### src/rtl/riscv_lsu_pkg.sv
// Shared LSU configuration: data width, funct3 encodings, error codes, FSM states
// and the request legality helpers used at acceptance time.
package riscv_lsu_pkg;
    localparam int XLEN = 32;

    // Stores reuse the low three codes: SB = LB, SH = LH, SW = LW.
    localparam logic [2:0] F3_LB  = 3'b000;
    localparam logic [2:0] F3_LH  = 3'b001;
    localparam logic [2:0] F3_LW  = 3'b010;
    localparam logic [2:0] F3_LBU = 3'b100;
    localparam logic [2:0] F3_LHU = 3'b101;

    typedef enum logic [1:0] {
        ERR_NONE     = 2'b00,
        ERR_MISALIGN = 2'b01,
        ERR_TIMEOUT  = 2'b10,
        ERR_ILLEGAL  = 2'b11
    } lsu_err_e;

    typedef enum logic [1:0] {
        ST_IDLE = 2'b00,
        ST_BUSY = 2'b01,
        ST_DONE = 2'b10
    } lsu_state_e;

    function automatic logic f3_illegal(input logic we, input logic [2:0] funct3);
        logic bad;
        if (we) bad = (funct3 > F3_LW);
        else    bad = (funct3 == 3'b011) || (funct3 == 3'b110) || (funct3 == 3'b111);
        return bad;
    endfunction

    function automatic logic f3_misaligned(input logic [2:0] funct3, input logic [1:0] addr_lo);
        logic bad;
        case (funct3[1:0])
            2'b01:   bad = addr_lo[0];
            2'b10:   bad = (addr_lo != 2'b00);
            default: bad = 1'b0;
        endcase
        return bad;
    endfunction
endpackage

### src/rtl/riscv_lsu_align.sv
// Combinational lane alignment: byte enables, replicated store data and
// shifted, sign/zero-extended load data.
module riscv_lsu_align
    import riscv_lsu_pkg::*;
(
    input  logic [2:0]      i_funct3,
    input  logic [1:0]      i_addr_lo,
    input  logic [XLEN-1:0] i_wdata,
    input  logic [XLEN-1:0] i_rdata,
    output logic [3:0]      o_be,
    output logic [XLEN-1:0] o_wdata,
    output logic [XLEN-1:0] o_rdata
);
    logic [XLEN-1:0] shifted;

    always_comb begin
        // NOTE: every output gets a default before any branch, so no latch can be inferred.
        o_be    = 4'b1111;
        o_wdata = i_wdata;
        o_rdata = i_rdata;
        shifted = i_rdata >> {i_addr_lo, 3'b000};

        case (i_funct3[1:0])
            2'b00: begin
                o_be    = 4'b0001 << i_addr_lo;
                o_wdata = {4{i_wdata[7:0]}};
            end
            2'b01: begin
                o_be    = 4'b0011 << i_addr_lo;
                o_wdata = {2{i_wdata[15:0]}};
            end
            default: ;
        endcase

        case (i_funct3)
            F3_LB:   o_rdata = {{(XLEN-8){shifted[7]}}, shifted[7:0]};
            F3_LH:   o_rdata = {{(XLEN-16){shifted[15]}}, shifted[15:0]};
            F3_LBU:  o_rdata = {{(XLEN-8){1'b0}}, shifted[7:0]};
            F3_LHU:  o_rdata = {{(XLEN-16){1'b0}}, shifted[15:0]};
            default: o_rdata = i_rdata;
        endcase
    end
endmodule

### src/rtl/riscv_lsu.sv
// RV32I load/store unit: accepts one request at a time, checks legality and
// alignment, runs a single data-memory handshake with optional timeout.
module riscv_lsu
    import riscv_lsu_pkg::*;
#(
    parameter int TIMEOUT_CYCLES = 255
) (
    input  logic            i_clk,
    input  logic            i_rstn,
    input  logic            i_lsu_valid,
    output logic            o_lsu_ready,
    input  logic            i_lsu_we,
    input  logic [2:0]      i_lsu_funct3,
    input  logic [XLEN-1:0] i_lsu_addr,
    input  logic [XLEN-1:0] i_lsu_wdata,
    output logic            o_lsu_done,
    output logic [XLEN-1:0] o_lsu_rdata,
    output logic [1:0]      o_lsu_err,
    output logic            o_dmem_req,
    output logic            o_dmem_we,
    output logic [XLEN-1:0] o_dmem_addr,
    output logic [3:0]      o_dmem_be,
    output logic [XLEN-1:0] o_dmem_wdata,
    input  logic            i_dmem_ack,
    input  logic [XLEN-1:0] i_dmem_rdata
);
    lsu_state_e      state_q, state_d;
    lsu_err_e        err_q, err_d;
    logic            we_q, we_d;
    logic [2:0]      funct3_q, funct3_d;
    logic [XLEN-1:0] addr_q, addr_d;
    logic [XLEN-1:0] wdata_q, wdata_d;
    logic [XLEN-1:0] rdata_q, rdata_d;
    logic [31:0]     cnt_q, cnt_d;

    logic [3:0]      lane_be;
    logic [XLEN-1:0] lane_wdata, load_data;
    logic            busy, timeout_hit;

    riscv_lsu_align u_align (
        .i_funct3  (funct3_q),
        .i_addr_lo (addr_q[1:0]),
        .i_wdata   (wdata_q),
        .i_rdata   (i_dmem_rdata),
        .o_be      (lane_be),
        .o_wdata   (lane_wdata),
        .o_rdata   (load_data)
    );

    assign busy        = (state_q == ST_BUSY);
    assign timeout_hit = (TIMEOUT_CYCLES != 0) && (cnt_q == 32'(TIMEOUT_CYCLES - 1));

    always_comb begin
        state_d  = state_q;
        err_d    = err_q;
        we_d     = we_q;
        funct3_d = funct3_q;
        addr_d   = addr_q;
        wdata_d  = wdata_q;
        rdata_d  = rdata_q;
        cnt_d    = cnt_q;

        case (state_q)
            ST_IDLE: begin
                if (i_lsu_valid) begin
                    we_d     = i_lsu_we;
                    funct3_d = i_lsu_funct3;
                    addr_d   = i_lsu_addr;
                    wdata_d  = i_lsu_wdata;
                    cnt_d    = '0;
                    if (f3_illegal(i_lsu_we, i_lsu_funct3)) begin
                        err_d   = ERR_ILLEGAL;
                        rdata_d = '0;
                        state_d = ST_DONE;
                    end else if (f3_misaligned(i_lsu_funct3, i_lsu_addr[1:0])) begin
                        err_d   = ERR_MISALIGN;
                        rdata_d = '0;
                        state_d = ST_DONE;
                    end else begin
                        state_d = ST_BUSY;
                    end
                end
            end
            ST_BUSY: begin
                // Ack is checked first so an ack in the last allowed cycle still succeeds.
                if (i_dmem_ack) begin
                    err_d   = ERR_NONE;
                    rdata_d = we_q ? '0 : load_data;
                    state_d = ST_DONE;
                end else if (timeout_hit) begin
                    err_d   = ERR_TIMEOUT;
                    rdata_d = '0;
                    state_d = ST_DONE;
                end else begin
                    cnt_d = cnt_q + 32'd1;
                end
            end
            ST_DONE: state_d = ST_IDLE;
            default: state_d = ST_IDLE;
        endcase
    end

    always_ff @(posedge i_clk or negedge i_rstn) begin
        if (!i_rstn) begin
            state_q  <= ST_IDLE;
            err_q    <= ERR_NONE;
            we_q     <= 1'b0;
            funct3_q <= '0;
            addr_q   <= '0;
            wdata_q  <= '0;
            rdata_q  <= '0;
            cnt_q    <= '0;
        end else begin
            // NOTE: non-blocking assignments keep every flop sampling pre-edge values.
            state_q  <= state_d;
            err_q    <= err_d;
            we_q     <= we_d;
            funct3_q <= funct3_d;
            addr_q   <= addr_d;
            wdata_q  <= wdata_d;
            rdata_q  <= rdata_d;
            cnt_q    <= cnt_d;
        end
    end

    // Memory outputs are gated by BUSY so they read as zero whenever no request is live.
    assign o_lsu_ready  = (state_q == ST_IDLE);
    assign o_lsu_done   = (state_q == ST_DONE);
    assign o_lsu_rdata  = rdata_q;
    assign o_lsu_err    = err_q;
    assign o_dmem_req   = busy;
    assign o_dmem_we    = busy & we_q;
    assign o_dmem_addr  = busy ? {addr_q[XLEN-1:2], 2'b00} : '0;
    assign o_dmem_be    = busy ? lane_be : 4'b0000;
    assign o_dmem_wdata = busy ? lane_wdata : '0;
endmodule

### config.mk
export PLATFORM = sky130hd
export DESIGN_NAME = riscv_lsu
export DESIGN_NICKNAME = d
export VERILOG_FILES = /design/src/rtl/riscv_lsu_pkg.sv /design/src/rtl/riscv_lsu_align.sv /design/src/rtl/riscv_lsu.sv
export SDC_FILE = /design/constraint.sdc
export NUM_CORES = 1
export LEC_CHECK = 0
export ABC_AREA = 0
export BUFFER_PORTS_ARGS = -buffer_cell sky130_fd_sc_hd__buf_2
export CORE_ASPECT_RATIO = 0.9
export CORE_MARGIN = 10
export CORE_UTILIZATION = 30
export CTS_CLUSTER_SIZE = 24
export DETAILED_ROUTE_END_ITERATION = 16
export PLACE_DENSITY_LB_ADDON = 0.12
export SKIP_CTS_REPAIR_TIMING = 1
export SYNTH_ARGS = -nofsm -noshare
export SYNTH_HDL_FRONTEND = slang
export SYNTH_SLANG_ARGS = --single-unit
### constraint.sdc
create_clock -name i_clk -period 1.7 [get_ports i_clk]
set_input_delay 0.17 -clock i_clk [delete_from_list [all_inputs] [get_ports i_clk]]
set_output_delay 0.17 -clock i_clk [all_outputs]
set_load 0.01 [all_outputs]
# Word-level counts from Yosys, hierarchy flattened
# Index checks and enable logic that the tools add are counted.
# word_totals
regBits,136
in_bits,104
word_cells,77
# classes
add_sub_neg,1
magnitude_cmp,1
eq_ne,17
shifts,3
muxes,35
n_bitwise,1
reduce_logical,11
# ops
op,n
32-bit 2-to-1 mux,11
32-bit one-hot mux with 2 select lines,3
32-bit one-hot mux with 4 select lines,1
32-bit by 1-bit adder with 32-bit output (second input constant),1
32-bit by 8-bit equality test with 1-bit output (second input constant),1
32-bit by 5-bit right shift with 16-bit output,1
2-bit 2-to-1 mux,9
3-bit equality test (second input constant),4
2-bit one-hot mux with 2 select lines,2
4-bit one-hot mux with 2 select lines,1
4-bit AND reduction,2
2-bit by 1-bit equality test with 1-bit output (second input constant),3
1-bit 2-to-1 mux,6
2-bit != test (second input constant),3
2-bit equality test (second input constant),2
2-bit logical NOT,2
4-bit 2-to-1 mux,1
2-bit AND reduction,2
2-bit nonzero test,2
1-bit by 2-bit << shifter with 4-bit output (first input constant),1
2-bit by 2-bit << shifter with 4-bit output (first input constant),1
3-bit by 1-bit equality test with 1-bit output (second input constant),1
3-bit by 2-bit equality test with 1-bit output (second input constant),1
3-bit by 2-bit > comparator with 1-bit output (second input constant),1
other kinds (6),7

# Depth between registers and ports, before layout
# depth
depth_word,13
ltp_mapped,9

# Cells and area by module
# From an unflattened synthesis, not the netlist that was laid out.
# hier_totals
hier_cells,899
area_unflattened_um2,7838.8
# modules_own_cells
mod,instances,cells_per_inst,area_each_um2
riscv_lsu,1,703,6478.7
riscv_lsu_align,1,196,1360.1

# Worst setup path before layout
# No wires, ideal clock.
# synth_path
path_type,flip-flop to flip-flop
start,register addr_q[1]
end,"register rdata_q[30], in the netlist o_lsu_rdata[30]"
arrival_ps,1711
t_required_ps,1577
setup_slack_ps,-134
path_stages_with_launch,7
period_less_slack_ps,1834
path_cell_list,dfrtp_1 mux4_2 a21o_1 a21o_1 nand2_1 buf_2 o2bb2ai_1
# synth_between
elab_chain_len,5
# synth_lines
item,line,source
from (decl),riscv_lsu.sv:31,"logic [XLEN-1:0] addr_q, addr_d;"
from (signal assigned),riscv_lsu.sv:119,addr_q <= addr_d;
32-bit by 5-bit right shift with 16-bit output,riscv_lsu_align.sv:21,"shifted = i_rdata >> {i_addr_lo, 3'b000};"
32-bit one-hot mux with 4 select lines,riscv_lsu_align.sv:35,case (i_funct3)
32-bit 2-to-1 mux,riscv_lsu.sv:88,rdata_d = we_q ? '0 : load_data;
32-bit 2-to-1 mux,riscv_lsu.sv:86,if (i_dmem_ack) begin
32-bit one-hot mux with 2 select lines,riscv_lsu.sv:63,case (state_q)
to (signal assigned),riscv_lsu.sv:121,rdata_q <= rdata_d;
to (decl),riscv_lsu.sv:33,"logic [XLEN-1:0] rdata_q, rdata_d;"
# No other way between the ends.
# A chain may end at the register's enable or synchronous reset.

# Worst setup path after layout
# layout_path
start,register cnt_q[0]
end,register cnt_q[12]
# layout_between
elab_chain_len,4
# layout_lines
item,line,source
from (decl),riscv_lsu.sv:34,"logic [31:0] cnt_q, cnt_d;"
from (signal assigned),riscv_lsu.sv:122,cnt_q <= cnt_d;
32-bit by 1-bit adder with 32-bit output,riscv_lsu.sv:95,cnt_d = cnt_q + 32'd1;
32-bit 2-to-1 mux,riscv_lsu.sv:90,end else if (timeout_hit) begin
32-bit 2-to-1 mux,riscv_lsu.sv:86,
32-bit one-hot mux with 2 select lines,riscv_lsu.sv:63,
# Parallel ways exist; a longest one is shown, timed or not. The select of a mux whose other input is x is not followed.

==> reports/metrics.yaml <==
final-setup-viol-count: 119
boundaryPins: 210
cts_root_buf: "clkbuf_16"
slew_headroom_pct: 59.3
post-route-min-period_ns: 1.92
cpMaxStageDelayCell: "or4_4"
synth.distinct_cells: 53
post-route-period-util_pct: 113
combPwrFrac_pct: 49.4
clk_pin_slew_ns: 0.06
gp_congestion: 0.809
finalClockSkew_ns: 0.0118
synth_ff_type: "dfrtp_1"
hold_viol_final: 0
dp_worst_setup_slack_ns: -0.293
die_h_um: 166
violations: "setup timing"
rows: 53
clockBufferDepth: 2
drc: 0
power_frac_seq_pct: 29.2
wl_per_cell_um: 18.5
async_flop_share_pct: 100
rsz0062_at_grt: "yes"
critPathKind: "register to register"
p_sw_share_pct: 38.9
clk_latency_ns: 0.42
use_met1_pct: 21.4
critPathMaxFanout: 20
crit_arrival_ns: 2.27
power_density_nw_per_um2: 1530
peakVddDrop_v: 0.000905
grtUsageMet2_pct: 25.4
htreeDepth: 4
vias: 7540
gr-max-usage-layer: "met2"
layout_setup_ws_ns: -0.219
drive_above_1_share_pct: 42.7
fill_cells: 2097
io_buffer_count: 207
power_uw: 18700
routed_via_density: 4.91
grt.overflow.total: 0
slew_violations: 0
max_cap_violations: 0
worst_pin_slew_ns: 0.611
status: "finished with violations"
coreArea_um2: 23400
grt_use_total_pct: 16.2
grt_pass1_wl_um: 40100
cp_cell_sequence: "inv_1, ha_1, nor4b_2, nand4_1, buf_4, o21ai_4, buf_12, or4_4, a21oi_1"
cts.sinks: 136
nets: 1332
start_kind: "register"
cts_made_buffers: 17
wirelength_um: 28400
hp-class: "input pin to register"
hold_start: "i_lsu_addr[1]"
postSynthAreaPerCell_um2: 8.54
synth_edf_count: 0
r2r_slack_ns: -0.22
setup_tns_ns: -13.13
area_growth_pct: 71.5
antenna_found_initial: 0
firstDrtPassIters: 5
dp.cells: 1382
end_kind: "register"
worstReg2RegStart: "cnt_q[0]"
initial_core_util_pct: 30.5
synth_area_um2: 7140
ys_ff_latch: 136
drtIter0Drc: 510
antenna_left: 0
p_int_uw: 11500
grt.met3_usage_pct: 4.66
yosysSeqAreaShare_pct: 47.7
die_x_um: 183
clock_power_share_pct: 21.5
dp_hpwl_um: 18200
min_to: "addr_q[1]"
cts_tree: "done"
ys_warn_count: 0
grt_max_degree: 79
reg2reg_depth: 9
cp.required_ns: 2.05
min_path_cells: 3
n_antenna_cell: 0
max_stage_delay_ns: 0.50
die_area_um2: 30400
r2r-end: "cnt_q[12]"
grt_pass1_vias: 7070
stdcell_count: 1537
max_freq_ghz: 0.521
leakagePower_uw: 0.00609
p_switching_uw: 7280
netlist_instances: 836
## power by group through the flow
| stage | Sequential, uW | Clock (uW) | Combinational (uW) |
|---|---|---|---|
| 2_1_floorplan | 5160 | 0 | 3630 |
| 3_3_place_gp | 5280 | 0 | 6210 |
| 3_5_place_dp | 5280 | 0 | 6260 |
| 4_1_cts | 5250 | 4090 | 6280 |
| 5_1_grt | 5630 | 4230 | 10000 |
| 6_report | 5460 | 4020 | 9250 |
## cells in the final DEF, fill, tap and decap left out, drive strengths merged, types with 4 or more instances in the layout
| cell type | n |
|---|---|
| buf | 345 |
| nand2 | 238 |
| dfrtp | 136 |
| dlygate4sd3 | 64 |
| nor2 | 64 |
| a21oi | 62 |
| and2 | 45 |
| o21ai | 42 |
| o2bb2ai | 32 |
| mux2i | 32 |
| clkbuf | 28 |
| inv | 16 |
| nand3 | 13 |
| nor4 | 13 |
| xnor2 | 10 |
| nand4 | 10 |
| ha | 6 |
| o31ai | 6 |
| and4 | 5 |
| or3 | 5 |
| a21o | 4 |
| clkinvlp | 4 |
| nor3 | 4 |
## registers in the layout (all words and copies together), names as in the netlist
| name | flops |
|---|---|
| we_q | 1 |
| wdata_q | 32 |
| state_q | 2 |
| cnt_q | 32 |
| funct3_q | 3 |
| addr_q | 32 |
| o_lsu_rdata | 32 |
| o_lsu_err | 2 |
## cells in the mapped netlist (5+ instances only)
master     number  area (um^2)
nand2_1       238          893
dfrtp_1       136         3400
nor2_1         64          240
a21oi_1        62          310
and2_1         44          275
o21ai_0        41          205
clkbuf_1       36          135
mux2i_1        32          320
o2bb2ai_1      32          280
nand3_1        13         65.1
nor4_1         12         75.1
inv_1          11         41.3
xnor2_1        10         87.6
buf_2           9         45.0
nand4_1         8         50.1
buf_1           7         26.3
ha_1            6         75.1
o31ai_1         6         45.0
and4_1          5         43.8
## area by class of cell
type | instances | area [um^2] | area share, %
multi-input cells | 636 | 4130 | 33.8
repair buffers | 419 | 3620 | 29.6
flip-flops and latches | 136 | 3410 | 27.9
clock buffers | 18 | 439 | 3.59
well taps | 302 | 378 | 3.09
clock inverters | 14 | 188 | 1.53
inverters | 11 | 57.6 | 0.470
repair inverters | 1 | 11.3 | 0.0920
## worst max path at each step
stage                from             end  slack, ns  cells after the start
2_1_floorplan  state_q[1]       cnt_q[29]      -0.04                      5
3_3_place_gp    cnt_q[22]        cnt_q[2]      -0.24                      7
3_5_place_dp    cnt_q[22]        cnt_q[2]      -0.29                      7
4_1_cts        state_q[1]  o_dmem_addr[4]      -0.38                      5
5_1_grt          cnt_q[0]       cnt_q[12]      -0.30                      9
6_report         cnt_q[0]       cnt_q[12]      -0.22                      9
## metal layers
layer	up-vias	wire length, um
met5	-	0
met4	0	240
met3	19	1830
met2	212	13600
met1	3688	12700
li1	3621	-
## stage by stage
step | area [um^2] | hold WS [ns] | utilization (%)
final | 12200 | 0.0118 | 52.3
after global routing | 12200 | 0.0145 | 52.3
after CTS | 9850 | -0.401 | 42.1
after detailed placement | 9230 | 0.0619 | 39.4
after global placement | 9230 | 0.0610 | 39.4
after floorplan | 7220 | -0.126 | -
## critical path, delay by kind of cell, from the launching register on
kind                       cells  cell delay (ns)
buffers and inverters          3             0.35
DFF                            1             0.35
AOI/OAI and AO/OA              2             0.21
and+or+nand+nor                3             0.77
adders and majority gates      1             0.18
## cell families (layout without fill, tap and decap cells)
logic type / Yosys count / count (layout) / share of synthesized area [%]
flip-flops: 136 / 136 / 47.7
AND/OR/NAND/NOR: 415 / 416 / 26.5
other: 1 / 2 / 0.0526
adder cells (fa/ha/maj): 6 / 6 / 1.05
AO/OA/AOI/OAI: 166 / 166 / 14.5
XOR/XNOR: 13 / 13 / 1.60
buffers and inverters: 66 / 463 / 3.75
multiplexers: 33 / 33 / 4.80
Note: power is estimated with default switching activity, not from simulation.
